--- src/rtl/tholin_ext_bus.sv ---
// External memory bus controller: turns 32-bit core load/store requests into
// latched-address, 16-bit-data cycles on the multiplexed external SRAM bus.
module tholin_ext_bus #(
    parameter int ADDR_W      = 24,
    parameter int WAIT_CYCLES = 1
) (
    input  logic              wb_clk_i,
    input  logic              wb_rst_i,
    input  logic              req_valid,
    input  logic              req_we,
    input  logic [ADDR_W-1:0] req_addr,
    input  logic [3:0]        req_wmask,
    input  logic [31:0]       req_wdata,
    output logic              req_ack,
    output logic [31:0]       req_rdata,
    output logic [15:0]       bus_out,
    input  logic [15:0]       bus_in,
    output logic              bus_dir,
    output logic              le_lo,
    output logic              le_hi,
    output logic              OEb,
    output logic              WEb_lo,
    output logic              WEb_hi
);

    localparam logic [2:0] S_IDLE    = 3'd0;
    localparam logic [2:0] S_ADDR_HI = 3'd1;
    localparam logic [2:0] S_ADDR_LO = 3'd2;
    localparam logic [2:0] S_READ    = 3'd3;
    localparam logic [2:0] S_TURN    = 3'd4;
    localparam logic [2:0] S_WRITE   = 3'd5;
    localparam logic [2:0] S_HOLD    = 3'd6;
    localparam logic [2:0] S_DONE    = 3'd7;

    localparam int              CNT_W    = $clog2(WAIT_CYCLES + 2);
    localparam logic [CNT_W-1:0] CNT_LAST = CNT_W'(WAIT_CYCLES);

    // Word address zero-extended to 31 bits: [30:15] is the high latch
    // value, [14:0] followed by the half select is the low latch value.
    function automatic logic [15:0] hi_half(input logic [ADDR_W-3:0] a);
        logic [30:0] w;
        w = 31'(a);
        return w[30:15];
    endfunction

    function automatic logic [15:0] lo_half(input logic [ADDR_W-3:0] a, input logic h);
        logic [30:0] w;
        w = 31'(a);
        return {w[14:0], h};
    endfunction

    logic [2:0]        state, state_n;
    logic              half, half_n;
    logic [CNT_W-1:0]  cnt, cnt_n;
    logic [15:0]       cache_hi, cache_hi_n;
    logic              cache_ok, cache_ok_n;
    logic [31:0]       rdata_n;

    logic              cap;
    logic              we_q;
    logic [ADDR_W-3:0] addr_q, addr_c;
    logic [3:0]        mask_q;
    logic [31:0]       wdata_q;

    logic [15:0]       bus_out_n;
    logic              bus_dir_n, le_lo_n, le_hi_n, oeb_n, web_lo_n, web_hi_n, ack_n;

    logic              unused_addr_lsbs;
    assign unused_addr_lsbs = ^req_addr[1:0];

    assign cap    = (state == S_IDLE) && req_valid;
    assign addr_c = cap ? req_addr[ADDR_W-1:2] : addr_q;

    always_comb begin
        state_n    = state;
        half_n     = half;
        cnt_n      = cnt;
        cache_hi_n = cache_hi;
        cache_ok_n = cache_ok;
        rdata_n    = req_rdata;
        case (state)
            S_IDLE: begin
                if (req_valid) begin
                    rdata_n = '0;
                    half_n  = (req_wmask[1:0] == 2'b00);
                    if (req_wmask == 4'h0)
                        state_n = S_DONE;
                    else if (!cache_ok || cache_hi != hi_half(req_addr[ADDR_W-1:2]))
                        state_n = S_ADDR_HI;
                    else
                        state_n = S_ADDR_LO;
                end
            end
            S_ADDR_HI: begin
                cache_hi_n = hi_half(addr_q);
                cache_ok_n = 1'b1;
                state_n    = S_ADDR_LO;
            end
            S_ADDR_LO: begin
                cnt_n   = '0;
                state_n = we_q ? S_WRITE : S_READ;
            end
            S_READ: begin
                if (cnt == CNT_LAST) begin
                    if (half)
                        rdata_n[31:16] = bus_in;
                    else
                        rdata_n[15:0] = bus_in;
                    state_n = S_TURN;
                end else begin
                    cnt_n = cnt + 1'b1;
                end
            end
            S_WRITE: begin
                if (cnt == CNT_LAST)
                    state_n = S_HOLD;
                else
                    cnt_n = cnt + 1'b1;
            end
            S_TURN, S_HOLD: begin
                if (!half && mask_q[3:2] != 2'b00) begin
                    half_n  = 1'b1;
                    state_n = S_ADDR_LO;
                end else begin
                    state_n = S_DONE;
                end
            end
            default: state_n = S_IDLE;
        endcase
    end

    // Pad/strobe values are decoded from the next state so they are registered
    // and line up with the state they belong to.
    always_comb begin
        bus_out_n = '0;
        bus_dir_n = 1'b1;
        le_lo_n   = 1'b0;
        le_hi_n   = 1'b0;
        oeb_n     = 1'b1;
        web_lo_n  = 1'b1;
        web_hi_n  = 1'b1;
        ack_n     = 1'b0;
        case (state_n)
            S_ADDR_HI: begin
                bus_dir_n = 1'b0;
                bus_out_n = hi_half(addr_c);
                le_hi_n   = 1'b1;
            end
            S_ADDR_LO: begin
                bus_dir_n = 1'b0;
                bus_out_n = lo_half(addr_c, half_n);
                le_lo_n   = 1'b1;
            end
            S_READ: oeb_n = 1'b0;
            S_WRITE: begin
                bus_dir_n = 1'b0;
                bus_out_n = half_n ? wdata_q[31:16] : wdata_q[15:0];
                web_lo_n  = ~(half_n ? mask_q[2] : mask_q[0]);
                web_hi_n  = ~(half_n ? mask_q[3] : mask_q[1]);
            end
            S_HOLD: begin
                bus_dir_n = 1'b0;
                bus_out_n = half_n ? wdata_q[31:16] : wdata_q[15:0];
            end
            S_DONE: ack_n = 1'b1;
            default: ;
        endcase
    end

    always_ff @(posedge wb_clk_i) begin
        if (wb_rst_i) begin
            state     <= S_IDLE;
            half      <= 1'b0;
            cnt       <= '0;
            cache_hi  <= '0;
            cache_ok  <= 1'b0;
            req_rdata <= '0;
            bus_out   <= '0;
            bus_dir   <= 1'b1;
            le_lo     <= 1'b0;
            le_hi     <= 1'b0;
            OEb       <= 1'b1;
            WEb_lo    <= 1'b1;
            WEb_hi    <= 1'b1;
            req_ack   <= 1'b0;
        end else begin
            state     <= state_n;
            half      <= half_n;
            cnt       <= cnt_n;
            cache_hi  <= cache_hi_n;
            cache_ok  <= cache_ok_n;
            req_rdata <= rdata_n;
            bus_out   <= bus_out_n;
            bus_dir   <= bus_dir_n;
            le_lo     <= le_lo_n;
            le_hi     <= le_hi_n;
            OEb       <= oeb_n;
            WEb_lo    <= web_lo_n;
            WEb_hi    <= web_hi_n;
            req_ack   <= ack_n;
        end
    end

    always_ff @(posedge wb_clk_i) begin
        if (cap) begin
            we_q    <= req_we;
            addr_q  <= req_addr[ADDR_W-1:2];
            mask_q  <= req_wmask;
            wdata_q <= req_wdata;
        end
    end

endmodule
--- config.mk ---
export PLATFORM = sky130hd
export DESIGN_NAME = tholin_ext_bus
export DESIGN_NICKNAME = d
export VERILOG_FILES = /design/src/rtl/tholin_ext_bus.sv
export SDC_FILE = /design/constraint.sdc
export NUM_CORES = 1
export LEC_CHECK = 0
export ABC_AREA = 1
export CAP_MARGIN = 20
export CORE_UTILIZATION = 48
export DETAILED_ROUTE_END_ITERATION = 10
export HOLD_SLACK_MARGIN = 0.06
export MAX_ROUTING_LAYER = met4
export PLACE_DENSITY = 0.78
export RECOVER_POWER = 50
export SETUP_SLACK_MARGIN = 0.02
export SKIP_LAST_GASP = 1
export SYNTH_ARGS = -nofsm -noshare
export SYNTH_HDL_FRONTEND = slang
export SYNTH_SLANG_ARGS = --single-unit
--- constraint.sdc ---
create_clock -name wb_clk_i -period 3.55 [get_ports wb_clk_i]
set_clock_uncertainty 0.15 [all_clocks]
set_input_delay 0.355 -clock wb_clk_i [delete_from_list [all_inputs] [get_ports wb_clk_i]]
set_output_delay 0.355 -clock wb_clk_i [all_outputs]
set_load 0.03 [all_outputs]
==> impl_results.md <==
* Initial antenna violation count at 0
* CP Launch Type: register
* CTS HTree Levels at 4
* Mux contribution to synthesized area at 0
* Die footprint at 11100 um2
* Syn_nets at 690
* # Max-Cap Violations at 0
* Most frequent cell on the critical path: nor2_1
* Ys flop type: dfxtp_1
* Share of post-route cells with drive strength above 1 at 0.0617
* Post-Route WL at 12100 um
* Worst Path Max Fanout at 18
* Fin cells at 881
* Commonest non-fill, non-tap cell in the layout: nand2_1
* Outcome: completed
* Mapped cell area at 5140 um2
* Post-synthesis cell type count at 33
* Starting Density at 0.496
* Adder-Cell Fraction of Synth Area at 0.00974
* Peak Freq at 325 MHz
* IO buf count at 132
* Worst-Margin Slew at 1.14 ns
* Die X at 105 um
* Sequential fraction of the synthesis area at 0.571
* Bufs on Longest Clock Path at 2
* DRT iter0 DRCs at 250
* Placed Instance Area at 6510 um2
* CTS tree: built
* Final hold violation count at 0
* DR vias at 4391
* RSZ-0062 raised after global routing: no
* Crit path depth at 15
* Hold Crit Depth at 3
* CTS Hold Bufs at 0
* Layout Cell Area excl Fill at 7080 um2
* Vias/cell at 4.98
* Buf/Inv on CP at 3
* Hold/Removal Path Class: in -> reg
* Max stage delay cell, worst path: dfxtp_1
* Hold Slack at 0.265 ns
* CP arrival at 3.38 ns
* Final net count at 817
* Worst-path clk slew at 0.06 ns
* XOR/XNOR Fraction of Synth Area at 0.00341
* Clk root buf: clkbuf_8
* Diode count at 0
* Vias in the first global route at approximately 4.3k
* Setup TNS at 0 ns
* Tcrit/Tclk final at 0.867
* Gr ovfl total at 0
* Power per standard cell area at between 900 and 1000 nW/um2
* Max Slew Vio Count at 0
* # fillers at 804
* Post-synth EDFFs at 37
* Area Overhead vs Synth at 37.8%
* Post-Syn Instances at 606
* Lkg Pwr at 0.00311 uW
* Post-CTS sizing at 0
* Initial DRT Pass Iterations at 5
* Post-Place Cells at 850
* Largest stage delay, worst path at about 0.43 ns
* Cell family with most CP delay: simple AND/OR/NAND/NOR gates
* Post-route DRC at 0
* # Post-CTS Setup Buffers at 0
* Synth Area in Compound Gates at 0.0879
* Crit-path cells: nor2_8 -> nand3_1 -> inv_1 -> nand3_4 -> nand2_1 -> nor2_1 -> a21boi_1 -> inv_1 -> ha_1 -> nor2_1 -> a21oi_4 -> nand2_1 -> inv_1 -> nor2_1 -> nor2_1
* Synth async-reset ratio at 0
* First-pass GRT wire length at 20100 um
* Most frequent cells in the layout: nand2_1, nor2_1, dfxtp_1
* Die height at 105 um
* Worst-Skew Late Latency at 0.52 ns
* Main combinational cell family by area after synthesis: simple AND/OR/NAND/NOR gates
* WL/cell at 13.8 um
* Critical path class: reg -> reg
* Largest net degree at the start of global routing at 50
* Post-synthesis simple-gate area fraction at 0.253
* Crit end category: register
* Worst slew margin at 0.239
* Core ar. at just over 10000 um2
* Yosys warns at 0
* Synth Register Bits at 128
* GP Congestion at 0.839
* # clock sinks at 128
* VDD IR max at about 0.41 mV
* Row count at 37
* Post-route ant nets at 0
* GRT Util Overall at 0.238
* Hpwl dp at 8360 um
* CP required at 3.85 ns
* # IOs at 135
* Min Tclk post-route at 3.08 ns
* Power, Total at ~6400 uW
* R2R cell count at 15
* Mean post-synth cell area at 8.48 um2
* TritonCTS buffer count at 17
* Setup violators final at 0
## cells by family after synthesis
group | count (synthesis)
DFF | 128
adders and majority gates | 4
xor gates and xnor gates | 2
AOI/OAI and AO/OA | 84
and+or+nand+nor | 296
buffers and inverters | 92
## synth_stat cells (4+ instances only)
library cell | instances | share of area
nand3_1 | 6 | 0.0058
o21ai_0 | 53 | 0.052
ha_1 | 4 | 0.0097
clkbuf_1 | 13 | 0.0095
nand4_1 | 31 | 0.038
a21oi_1 | 21 | 0.020
buf_2 | 8 | 0.0078
edfxtp_1 | 37 | 0.22
nor2_1 | 109 | 0.080
inv_1 | 61 | 0.045
dfxtp_1 | 91 | 0.35
nand2_1 | 134 | 0.098
## area by class of cell
type	count	area, um2	share of cell area
flip-flops and latches	128	2930	0.414
inverters	64	240	0.0339
multi-input cells	386	1800	0.255
well taps	136	170	0.0240
clock inverters	12	168	0.0237
clock buffers	19	422	0.0595
repair buffers	136	1350	0.190
## per-stage QoR
stage	util	setup WS (ns)
detailed placement	0.628	0.377
global route	0.683	0.145
global placement	0.628	0.497
finish	0.683	0.471
CTS	0.685	0.531
floorplan	-	0.633
## routing by layer
layer  vias up  wire length, um  GRT usage
met2       174             5860      0.395
met3        16              819     0.0600
met1      1987             5300      0.284
li1       2214                -          -
met5         -                0          -
met4         0              169     0.0744
## registers in the layout, summed over array words and instances (netlist names)
| register | count |
|---|---|
| req_ack | 1 |
| cnt | 2 |
| bus_out | 16 |
| addr_q | 22 |
| mask_q | 4 |
| le_hi | 1 |
| we_q | 1 |
| half | 1 |
| cache_hi | 7 |
| le_lo | 1 |
| WEb_hi | 1 |
| req_rdata | 32 |
| bus_dir | 1 |
| WEb_lo | 1 |
| wdata_q | 32 |
| cache_ok | 1 |
| state | 3 |
| OEb | 1 |
## tightest hold or removal path: cells and delay by family
kind                   cells  cell delay (ns)
buffers and inverters      1             0.39
and+or+nand+nor            2             0.12
## power breakdown
part / switching, uW / internal, uW / leakage, uW
combinational: 1640 / 816 / 0.00172
sequential: 218 / 2040 / 0.00110
clock: 603 / 1130 / 0.000288
## path summary, 6_finish.rpt
path,start,to,slack (ns)
hold reg to reg,addr_q[1]$_DFF_P_,addr_q[1]$_DFF_P_,0.30
hold / removal,req_addr[4],addr_q[2]$_DFF_P_,0.26
setup / recovery,state[0]$_SDFF_PP0_,bus_out[5]$_SDFF_PP0_,0.47
setup reg to reg,state[0]$_SDFF_PP0_,bus_out[5]$_SDFF_PP0_,0.47
Power figures use the tool's default switching activity.
